<file path="src/rtl/axis_uart_rx_pkg.sv">
// Shared parameters for the AXI-Stream UART blocks.
// Frame: start, DATA_BITS LSB first, one parity bit, STOP_BITS stop bits.
package axis_uart_pkg_prm;
    localparam int unsigned CLOCK          = 50_000_000;
    localparam int unsigned BAUD_RATE      = 115_200;
    localparam int unsigned AXI_DATA_WIDTH = 32;
    localparam int unsigned DATA_BITS      = 8;
    localparam int unsigned PARITY_BITS    = 1;
    localparam int unsigned STOP_BITS      = 1;

    // Parity bit the transmitter appends, given the XOR of the data bits.
    function automatic logic parity_bit(input logic data_xor);
        return (PARITY_BITS != 0) ? data_xor : ~data_xor;
    endfunction
endpackage

</file>
<file path="src/rtl/axis_uart_rx_if.sv">
// AXI-Stream data/valid/ready bundle with master and slave views.
interface axis_if
    import axis_uart_pkg_prm::*;
#(
    parameter int unsigned DATA_W = AXI_DATA_WIDTH
) ();
    logic [DATA_W-1:0] tdata;
    logic              tvalid;
    logic              tready;

    modport m_axis (output tdata, output tvalid, input tready);
    modport s_axis (input tdata, input tvalid, output tready);
endinterface

</file>
<file path="src/rtl/axis_uart_rx_sync.sv">
// Two-flop synchroniser for the asynchronous serial line plus falling-edge detect.
module axis_uart_rx_sync (
    input  logic aclk,
    input  logic areset,
    input  logic din,
    output logic dout,
    output logic fall
);
    logic meta_q;
    logic sync_q;
    logic prev_q;

    // Idle-high reset keeps a released reset from looking like a start edge.
    always_ff @(posedge aclk) begin
        if (areset) begin
            meta_q <= 1'b1;
            sync_q <= 1'b1;
            prev_q <= 1'b1;
        end else begin
            meta_q <= din;
            sync_q <= meta_q;
            prev_q <= sync_q;
        end
    end

    assign dout = sync_q;
    assign fall = prev_q & ~sync_q;
endmodule

</file>
<file path="src/rtl/axis_uart_rx.sv">
// UART receiver: samples frames mid-bit, packs bytes MSB-first into a word
// and presents completed words on an AXI-Stream master port.
module axis_uart_rx
    import axis_uart_pkg_prm::*;
#(
    parameter int unsigned CLK_HZ  = CLOCK,
    parameter int unsigned BAUD_HZ = BAUD_RATE
) (
    input  logic   aclk,
    input  logic   areset,
    input  logic   uart_rx,
    output logic   rx_done,
    output logic   parity_err,
    output logic   frame_err,
    output logic   overrun,
    axis_if.m_axis m_axis
);
    localparam int unsigned COUNT_SPEED = CLK_HZ / BAUD_HZ;
    localparam int unsigned DATA_BYTE   = AXI_DATA_WIDTH / DATA_BITS;
    localparam int unsigned BAUD_W      = $clog2(COUNT_SPEED);
    localparam int unsigned BIT_W       = $clog2(((DATA_BITS > STOP_BITS) ? DATA_BITS : STOP_BITS) + 1);
    localparam int unsigned BYTE_W      = (DATA_BYTE > 1) ? $clog2(DATA_BYTE) : 1;
    localparam int unsigned IDX_W       = $clog2(AXI_DATA_WIDTH);

    typedef enum logic [2:0] {
        RX_IDLE,
        RX_START,
        RX_DATA,
        RX_PARITY,
        RX_STOP
    } state_type_uart_rx;

    state_type_uart_rx         state_q, state_d;
    logic [BAUD_W-1:0]         count_baud_q, count_baud_d;
    logic [BIT_W-1:0]          count_bit_q, count_bit_d;
    logic [BYTE_W-1:0]         count_byte_q, count_byte_d;
    logic [AXI_DATA_WIDTH-1:0] shift_q, shift_d;
    logic                      par_q, par_d;
    logic                      word_perr_q, word_perr_d;
    logic [AXI_DATA_WIDTH-1:0] tdata_q, tdata_d;
    logic                      tvalid_q, tvalid_d;
    logic                      rx_done_q, rx_done_d;
    logic                      parity_err_q, parity_err_d;
    logic                      frame_err_q, frame_err_d;
    logic                      overrun_q, overrun_d;

    logic             rx_s;
    logic             rx_fall;
    logic             half_tick;
    logic             bit_tick;
    logic [IDX_W-1:0] bit_idx;

    axis_uart_rx_sync u_sync (
        .aclk   (aclk),
        .areset (areset),
        .din    (uart_rx),
        .dout   (rx_s),
        .fall   (rx_fall)
    );

    assign half_tick = (count_baud_q == BAUD_W'(COUNT_SPEED / 2 - 1));
    assign bit_tick  = (count_baud_q == BAUD_W'(COUNT_SPEED - 1));
    // First byte of a word lands in the top DATA_BITS of the shift register.
    assign bit_idx   = IDX_W'(AXI_DATA_WIDTH - (32'(count_byte_q) + 32'd1) * DATA_BITS
                              + 32'(count_bit_q));

    always_comb begin
        state_d      = state_q;
        count_baud_d = count_baud_q + BAUD_W'(1);
        count_bit_d  = count_bit_q;
        count_byte_d = count_byte_q;
        shift_d      = shift_q;
        par_d        = par_q;
        word_perr_d  = word_perr_q;
        tdata_d      = tdata_q;
        tvalid_d     = tvalid_q && !m_axis.tready;
        rx_done_d    = 1'b0;
        parity_err_d = 1'b0;
        frame_err_d  = 1'b0;
        overrun_d    = 1'b0;

        case (state_q)
            RX_IDLE: begin
                count_baud_d = '0;
                if (rx_fall) state_d = RX_START;
            end
            RX_START: begin
                if (half_tick) begin
                    count_baud_d = '0;
                    count_bit_d  = '0;
                    par_d        = 1'b0;
                    state_d      = rx_s ? RX_IDLE : RX_DATA;
                end
            end
            RX_DATA: begin
                if (bit_tick) begin
                    count_baud_d     = '0;
                    shift_d[bit_idx] = rx_s;
                    par_d            = par_q ^ rx_s;
                    if (count_bit_q == BIT_W'(DATA_BITS - 1)) begin
                        count_bit_d = '0;
                        state_d     = RX_PARITY;
                    end else begin
                        count_bit_d = count_bit_q + BIT_W'(1);
                    end
                end
            end
            RX_PARITY: begin
                if (bit_tick) begin
                    count_baud_d = '0;
                    count_bit_d  = '0;
                    if (rx_s != parity_bit(par_q)) word_perr_d = 1'b1;
                    state_d = RX_STOP;
                end
            end
            RX_STOP: begin
                if (bit_tick) begin
                    count_baud_d = '0;
                    if (!rx_s) begin
                        frame_err_d  = 1'b1;
                        count_byte_d = '0;
                        word_perr_d  = 1'b0;
                        state_d      = RX_IDLE;
                    end else if (count_bit_q == BIT_W'(STOP_BITS - 1)) begin
                        state_d = RX_IDLE;
                        if (count_byte_q == BYTE_W'(DATA_BYTE - 1)) begin
                            count_byte_d = '0;
                            word_perr_d  = 1'b0;
                            // Load only if the output register is free this cycle.
                            if (!tvalid_q || m_axis.tready) begin
                                tdata_d      = shift_q;
                                tvalid_d     = 1'b1;
                                rx_done_d    = 1'b1;
                                parity_err_d = word_perr_q;
                            end else begin
                                overrun_d = 1'b1;
                            end
                        end else begin
                            count_byte_d = count_byte_q + BYTE_W'(1);
                        end
                    end else begin
                        count_bit_d = count_bit_q + BIT_W'(1);
                    end
                end
            end
            default: begin
                state_d      = RX_IDLE;
                count_baud_d = '0;
            end
        endcase
    end

    always_ff @(posedge aclk) begin
        if (areset) begin
            state_q      <= RX_IDLE;
            count_baud_q <= '0;
            count_bit_q  <= '0;
            count_byte_q <= '0;
            shift_q      <= '0;
            par_q        <= 1'b0;
            word_perr_q  <= 1'b0;
            tdata_q      <= '0;
            tvalid_q     <= 1'b0;
            rx_done_q    <= 1'b0;
            parity_err_q <= 1'b0;
            frame_err_q  <= 1'b0;
            overrun_q    <= 1'b0;
        end else begin
            state_q      <= state_d;
            count_baud_q <= count_baud_d;
            count_bit_q  <= count_bit_d;
            count_byte_q <= count_byte_d;
            shift_q      <= shift_d;
            par_q        <= par_d;
            word_perr_q  <= word_perr_d;
            tdata_q      <= tdata_d;
            tvalid_q     <= tvalid_d;
            rx_done_q    <= rx_done_d;
            parity_err_q <= parity_err_d;
            frame_err_q  <= frame_err_d;
            overrun_q    <= overrun_d;
        end
    end

    assign m_axis.tdata  = tdata_q;
    assign m_axis.tvalid = tvalid_q;
    assign rx_done       = rx_done_q;
    assign parity_err    = parity_err_q;
    assign frame_err     = frame_err_q;
    assign overrun       = overrun_q;
endmodule
</file>
<file path="src/flat_wrapper.sv">
// flat-port wrapper written by rule: the top's interface ports become plain ports
module axis_uart_rx_flat import axis_uart_pkg_prm::*;
#(
    parameter int unsigned CLK_HZ  = CLOCK,
    parameter int unsigned BAUD_HZ = BAUD_RATE
)
  (aclk, areset, uart_rx, rx_done, parity_err, frame_err, overrun, m_axis_tdata, m_axis_tvalid, m_axis_tready);
  axis_if m_axis_i ();
  input  logic aclk;
  input  logic areset;
  input  logic uart_rx;
  output logic rx_done;
  output logic parity_err;
  output logic frame_err;
  output logic overrun;
  output wire logic [$bits(m_axis_i.tdata)-1:0] m_axis_tdata;
  output wire logic [$bits(m_axis_i.tvalid)-1:0] m_axis_tvalid;
  input wire logic [$bits(m_axis_i.tready)-1:0] m_axis_tready;
  assign m_axis_tdata = m_axis_i.tdata;
  assign m_axis_tvalid = m_axis_i.tvalid;
  assign m_axis_i.tready = m_axis_tready;
  axis_uart_rx #(.CLK_HZ(CLK_HZ), .BAUD_HZ(BAUD_HZ)) u_core (.aclk(aclk), .areset(areset), .uart_rx(uart_rx), .rx_done(rx_done), .parity_err(parity_err), .frame_err(frame_err), .overrun(overrun), .m_axis(m_axis_i));
endmodule
</file>
<file path="config.mk">
export PLATFORM = sky130hd
export DESIGN_NAME = axis_uart_rx_flat
export DESIGN_NICKNAME = d
export VERILOG_FILES = /design/src/rtl/axis_uart_rx_pkg.sv /design/src/rtl/axis_uart_rx_if.sv /design/src/rtl/axis_uart_rx_sync.sv /design/src/rtl/axis_uart_rx.sv /design/src/flat_wrapper.sv
export SDC_FILE = /design/constraint.sdc
export NUM_CORES = 1
export LEC_CHECK = 0
export BUFFER_PORTS_ARGS = -buffer_cell sky130_fd_sc_hd__buf_2
export CAP_MARGIN = 15
export CORE_MARGIN = 8
export CORE_UTILIZATION = 62
export CTS_CLUSTER_SIZE = 24
export DETAILED_ROUTE_END_ITERATION = 8
export GPL_TIMING_DRIVEN = 0
export PLACE_DENSITY = 0.87
export SLEW_MARGIN = 20
export SYNTH_ARGS = -nofsm -noshare
export SYNTH_HDL_FRONTEND = slang
export SYNTH_HIERARCHICAL = 1
export SYNTH_SLANG_ARGS = --single-unit
</file>
<file path="constraint.sdc">
create_clock -name aclk -period 3.6 [get_ports aclk]
set_input_delay 0.72 -clock aclk [delete_from_list [all_inputs] [get_ports aclk]]
set_output_delay 0.72 -clock aclk [all_outputs]
set_load 0.005 [all_outputs]
</file>
==> results of run 1 <==
[cells in the final DEF, fill, tap and decap left out, types with 5 or more instances in the layout]
master    instances
nand2_1         112
inv_1             7
buf_2            41
a21oi_1          72
clkbuf_8         11
and3_1            5
xnor2_1           5
nand4_1           6
clkbuf_1         21
xor2_1            5
o21ai_0          36
dfxtp_1          92
ha_1              9
nor2_1           48
nand3_1           6
[kinds of logic after synthesis]
group	Yosys count
fa+ha+maj	9
simple gates	217
flops	92
xor+xnor	10
buf+inv	34
compound gates	123
mux	1
[power breakdown]
group          internal (mW)  total (mW)  switching [mW]
Clock                  0.338       0.699           0.361
Combinational         0.0136      0.0475          0.0339
Sequential              1.02        1.02         0.00187
Total                   1.37        1.77           0.396
[cells in the mapped netlist (2+ instances only)]
cell,count
nand2_1,112
dfxtp_1,92
a21oi_1,72
nor2_1,48
o21ai_0,36
clkbuf_1,21
ha_1,9
inv_1,7
nand3_1,6
nand4_1,6
and3_1,5
xnor2_1,5
xor2_1,5
nor2b_1,4
or3b_2,4
buf_4,3
nand3b_1,3
nor3_1,3
or2_1,3
a31oi_1,2
nand4b_1,2
nor3_2,2
nor3b_1,2
nor3b_2,2
o21a_1,2
[flip-flops by register name (all words and copies together) (netlist names), 2 cells and up]
signal	flops
u_core/state_q	3
u_core/count_baud_q	9
u_core/m_axis.tdata	32
u_core/shift_q	32
u_core/count_byte_q	2
u_core/count_bit_q	4
[worst max-delay path: cells and delay by family (launching register included)]
kind            cells  cell delay (ns)
flops               1             0.36
buf+inv             2             0.47
simple gates        4             1.17
compound gates      1             0.08
fa+ha+maj           1             0.19
[worst min path at each step]
stage / startpoint / endpoint / slack (ns) / cells past startpoint
final: u_core/u_sync/meta_q / u_core/u_sync/dout / 0.42 / 1
after global routing: u_core/u_sync/meta_q / u_core/u_sync/dout / 0.43 / 1
after CTS: u_core/u_sync/meta_q / u_core/u_sync/dout / 0.42 / 1
after detailed placement: u_core/u_sync/meta_q / u_core/u_sync/dout / 0.39 / 1
after global placement: u_core/u_sync/meta_q / u_core/u_sync/dout / 0.39 / 1
after floorplan: u_core/u_sync/meta_q / u_core/u_sync/dout / 0.39 / 1
[per-stage QoR]
step                cells  setup WS (ns)  hold slack (ns)
global route          618          1.041           0.4331
global placement      603          1.342           0.3910
finish                618          1.206           0.4156
detailed placement    603          1.268           0.3944
CTS                   618          1.246           0.4171
floorplan             486          1.682           0.3854
[routing by layer]
layer | vias up | global-route usage (%) | wire length (um)
met2 | 123 | 35.50 | 4444
met3 | 33 | 4.409 | 558
li1 | 1747 | - | -
met5 | - | 0 | 0
met4 | 0 | 11.44 | 278
met1 | 1666 | 23.48 | 3771
[cell type report]
type	count	area (um2)
clock inverter	5	60.06
tap	77	96.34
multi-input combinational	360	1898
clock buffer	10	137.6
inverter	7	26.28
buffer	27	128.9
sequential	92	1842
timing repair buffer	40	200.2
fill	505	1815
==> metrics.txt, run 1 <==
Port Buffers=40; post-DP HPWL=6.390 mm; clk_skew=0.007526 ns; Primary FF master, synth=dfxtp_1; dpl cell area=0.004192 mm2; Post-Synthesis Cells=486; FP Rows=29; Clk Latency, worst-skew pair=0.37 ns; Critical Path RT=3.84 ns; RSZ-0062 raised after global routing=false; xor and xnor area share after synthesis=2.249%; Pwr Total=1.767 mW; area growth from synthesis to layout=12.69%; Via density=5.775; first-pass GRT wire length=14.87 mm; Die Wd=95.26 um; final setup fails=0; CP Class=reg -> reg; Adder-Cell Fraction of Synth Area=2.891%; Final Slew Violations=0; final number of hold-violating endpoints=0; root buffer cell=clkbuf_8; GRT Residual Overflow=0; Setup Buffers After CTS=0; DR WL/cell=14.65 um; flop2flop setup slack=1.21 ns; largest family of logic cells by synthesized area=simple AND/OR/NAND/NOR gates; CTS Sinks=92; LEAKAGE=1.608 nW; CTS tree=done; post-synth top area cell=dfxtp_1; total negative setup slack=0 ns; Startpoint Class=flip-flop; Core ar.=0.006205 mm2; max cap viols=0; Yosys reg bits=92; complex-gate fraction of the synthesized area=17.09%; routability congestion estimate=0.8886; CTS max path bufs=2; crit path DAT=2.63 ns; Avg Synthesized Cell Area=8.014 um2; Netlist cell types=55; effective utilization at floorplan=62.77%; Worst Tran Pin Value=0.6582 ns; CP Cell Sequence=inv_1 -> ha_1 -> or3b_2 -> nor3_2 -> nand3_1 -> clkbuf_1 -> nand2_1 -> a21oi_1; Syn Nets=499; TritonCTS Buffers=9; yosys warns=6; Crit Path Max Fanout=10; # nets final=550; vias post-DR=3569; Post-synth ARST share=0%; FF-to-FF path depth=8; largest net degree at the start of global routing=16; Diodes inserted=0; max incr delay on CP=0.50 ns; vias in the first global route=3290; sequential fraction of the synthesis area=47.29%; Pre-antenna DRT Iters=5; Final Util=70.74%; pwr/cell area=402.6 mW/mm2; mapped cell area=0.003895 mm2; Tmin final=2.394 ns; initial DRC count=206; Design Area, Final=0.004389 mm2; # DRC=0; Slew Limit Headroom=56.12%; die area=0.009074 mm2; H-tree depth=3; worst r2r src=u_core/count_bit_q[0]; leading post-synthesis cells by cell area=dfxtp_1, nand2_1, a21oi_1, o21ai_0, nor2_1; mux contribution to synthesized area=0.2570%; Worst Setup EP=u_core/m_axis.tdata[26]; crit end category=flip-flop; fin crit share=66.51%; final wirelength=9.052 mm; initial antenna violation count=0; All-Layer GR Usage=20.71%; layout cells sized above 1=14.05%; num ports=41; VDD IR max=262.8 uV; outcome=finished clean; Hold WC Path Type=reg -> reg; top cell type's share of synthesized area=47.29%; slowest cell on the critical path=or3b_2; cells resized by post-CTS repair=0; Post-synth EDFFs=0; FF-to-FF End=u_core/m_axis.tdata[26]; crit path launch=u_core/count_bit_q[0]; clk slew on worst S/H paths=0.08 ns; Hold-fix buffers, CTS=0; Max Fclk=417.6 MHz; Synth Area in Simple Gates=26.24%; Post-DRT Antenna Nets=0; chip height=95.26 um
(Power assumes the default switching activity.)
==> inputs of run 2 (changes only) <==
--- a/config.mk
+++ b/config.mk
@@ -8,11 +8,11 @@
 export BUFFER_PORTS_ARGS = -buffer_cell sky130_fd_sc_hd__buf_2
 export CAP_MARGIN = 15
 export CORE_MARGIN = 8
-export CORE_UTILIZATION = 62
+export CORE_UTILIZATION = 58
 export CTS_CLUSTER_SIZE = 24
 export DETAILED_ROUTE_END_ITERATION = 8
 export GPL_TIMING_DRIVEN = 0
-export PLACE_DENSITY = 0.87
+export PLACE_DENSITY = 0.83
 export SLEW_MARGIN = 20
 export SYNTH_ARGS = -nofsm -noshare
 export SYNTH_HDL_FRONTEND = slang
==> constraint.sdc (replaced) <==
create_clock -name aclk -period 2.3 [get_ports aclk]
set_input_delay 0.46 -clock aclk [delete_from_list [all_inputs] [get_ports aclk]]
set_output_delay 0.46 -clock aclk [all_outputs]
set_load 0.005 [all_outputs]
==> run 2 against run 1 <==
  * First-iteration DRC count shrank 23%
  * Final area grew 2.2%
  * Clock skew grew 0.0033 ns
  * Sequential power grew 57%
  * Sequential share of layout area shrank 0.89 points
  * Total power grew 63%
  * Core utilization shrank 3.2 points
  * Clock power grew 75%
  * Global-route usage shrank 1.8 points
  * Largest power group unchanged
  * Highest routed layer unchanged
==> metrics.txt, run 2 (synthesis gave the netlist of run 1 again) <==
final wirelength=9.025 mm (was 9.052 mm); first-pass GRT wire length=14.94 mm (was 14.87 mm); Final Slew Violations=0 (unchanged); die area=0.009594 mm2 (was 0.009074 mm2); CP delay by family, top=simple AND/OR/NAND/NOR gates (unchanged); pwr/cell area=644.2 mW/mm2 (was 402.6 mW/mm2); Design Area, Final=0.004484 mm2 (was 0.004389 mm2); Die Wd=97.95 um (was 95.26 um); CTS tree=done (unchanged); post-DP HPWL=6.359 mm (was 6.390 mm); Cell Count Post-Placement=606 (was 603); Most common cell on crit path=or3b_2; Hold Crit Start=uart_rx (was u_core/u_sync/meta_q); Port Buffers=40 (unchanged); Hold-fix buffers, CTS=0 (unchanged); num ports=41 (unchanged); CTS Sinks=92 (unchanged); Core ar.=0.006644 mm2 (was 0.006205 mm2); chip height=97.95 um (was 95.26 um); slowest cell on the critical path=or3b_2 (unchanged); Bufs and invs on worst path=1 (was 2); Startpoint Class=flip-flop (unchanged); CTS max path bufs=2 (unchanged); M1 GR Usage=20.47% (was 23.48%); TritonCTS Buffers=9 (unchanged); Worst Tran Pin Value=0.6421 ns (was 0.6582 ns); Hold Path End=u_core/u_sync/meta_q (was u_core/u_sync/dout); effective utilization at floorplan=58.63% (was 62.77%); Crit Path Max Fanout=5 (was 10); layout cells sized above 1=15.38% (was 14.05%); most frequent cells in the layout=nand2_1, dfxtp_1, a21oi_1 (unchanged); most common cell after layout, fill and taps aside=nand2_1 (unchanged); fin crit share=94.89% (was 66.51%); GRT busiest layer=met2 (unchanged); root buffer cell=clkbuf_8 (unchanged); met2 Use GR=33.09% (was 35.50%); Hold WC Path Type=in -> reg (was reg -> reg); Slew Limit Headroom=57.19% (was 56.12%); Hold WS=0.2714 ns (was 0.4156 ns); initial antenna violation count=0 (unchanged); # DRC=0 (unchanged); met3 Track Usage GR=5.121% (was 4.409%); Worst Hold Depth=2 (was 1); LEAKAGE=1.653 nW (was 1.608 nW); clk slew on worst S/H paths=0.08 ns (about the same); crit end category=flip-flop (unchanged); VDD IR max=374.5 uV (was 262.8 uV); DR WL/cell=14.42 um (was 14.65 um); crit path launch=u_core/count_bit_q[0] (unchanged); Non-Filler Instances=626 (was 618); RSZ-0062 raised after global routing=false (unchanged); Diodes inserted=0 (unchanged); Post-DRT Antenna Nets=0 (unchanged); pre-CTS WS=-0.007894 ns (was 1.268 ns); largest net degree at the start of global routing=15 (was 16); FF-to-FF path depth=7 (was 8); max cap viols=0 (unchanged); area growth from synthesis to layout=15.13% (was 12.69%); vias post-DR=3497 (was 3569); CP Class=reg -> reg (unchanged); final number of hold-violating endpoints=0 (unchanged); FF-to-FF End=u_core/count_byte_q[0] (was u_core/m_axis.tdata[26]); Clk Latency, worst-skew pair=0.37 ns (about the same); GRT Residual Overflow=0 (unchanged); CP Cell Sequence=inv_1 -> ha_1 -> or3b_2 -> nand2_1 -> nand3_2 -> or3b_2 -> a21oi_1 (was inv_1 -> ha_1 -> or3b_2 -> nor3_2 -> nand3_1 -> clkbuf_1 -> nand2_1 -> a21oi_1); routability congestion estimate=0.9273 (was 0.8886); vias in the first global route=3331 (was 3290); Critical Path RT=2.60 ns (was 3.84 ns); Max Fclk=458.2 MHz (was 417.6 MHz); # fillers=534 (was 505); final worst slack=0.1175 ns (was 1.206 ns); FP Rows=30 (was 29); initial DRC count=159 (was 206); Via density=5.586 (was 5.775); Final Util=67.50% (was 70.74%); outcome=finished clean (unchanged); final setup fails=0 (unchanged); worst r2r src=u_core/count_bit_q[0] (unchanged); clk_skew=0.01081 ns (was 0.007526 ns); Tmin final=2.183 ns (was 2.394 ns); Pre-antenna DRT Iters=5 (unchanged); flop2flop setup slack=0.12 ns (was 1.21 ns); H-tree depth=3 (unchanged); crit path DAT=2.48 ns (was 2.63 ns); dpl cell area=0.004195 mm2 (was 0.004192 mm2); All-Layer GR Usage=18.93% (was 20.71%); max incr delay on CP=0.52 ns (was 0.50 ns); # nets final=554 (was 550)
## run 2: changes by cell type in the layout (fill, tap and decap cells not counted)
cell	before	now
clkinv_2	1	0
buf_4	3	4
nor3_4	0	1
clkbuf_1	21	20
clkbuf_8	11	12
clkbuf_2	0	3
nand3_2	0	2
buf_6	0	3
bufinv_16	1	2
inv_6	1	0
clkinvlp_4	1	0
nand3_1	6	4
nor3_2	2	1
## run 2: per-stage QoR
step / setup TNS, ns / power (mW)
CTS: 0 / 2.910
finish: 0 / 2.889
global placement: 0 / 1.706
global route: 0 / 2.986
detailed placement: -0.01503 / 1.707
floorplan: 0 / 1.686
## run 2: final cells by class
| type | count | area [um2] | area share, % |
|---|---|---|---|
| plain buffers | 27 | 143.9 | 3.209 |
| repair buffers | 44 | 230.2 | 5.134 |
| flip-flops and latches | 92 | 1842 | 41.07 |
| inverters | 7 | 26.28 | 0.5859 |
| clock inverters | 3 | 68.82 | 1.535 |
| clock buffers | 13 | 158.9 | 3.544 |
| well taps | 80 | 100.1 | 2.232 |
| multi-input cells | 360 | 1914 | 42.69 |
## run 2: worst max-delay path by stage
stage                              end  cells after the start
5_1_grt         u_core/count_byte_q[0]                      7
4_1_cts        u_core/m_axis.tdata[16]                      8
2_1_floorplan   u_core/count_byte_q[0]                      7
3_3_place_gp   u_core/m_axis.tdata[27]                      8
6_report        u_core/count_byte_q[0]                      7
3_5_place_dp   u_core/m_axis.tdata[25]                      8
## run 2: per-layer routing
layer | part of all wire, % | wire (um) | vias to the layer above
met4 | 1.7 | 150 | 0
met5 | 0 | 0 | -
met1 | 43 | 3909 | 1643
li1 | - | - | 1755
met3 | 5.1 | 458 | 14
met2 | 50 | 4507 | 85
## run 2: power breakdown
group          internal, mW  switching (mW)  total (mW)
Clock                 0.675           0.544        1.22
Combinational        0.0213          0.0518      0.0731
Sequential             1.59         0.00269        1.60
## run 2: timing repair
item / CTS / global route
setup endpoints to repair: 5 / 37
pin swaps: 0 / 2
setup buffers: 0 / 4
resized for setup: 1 / 10
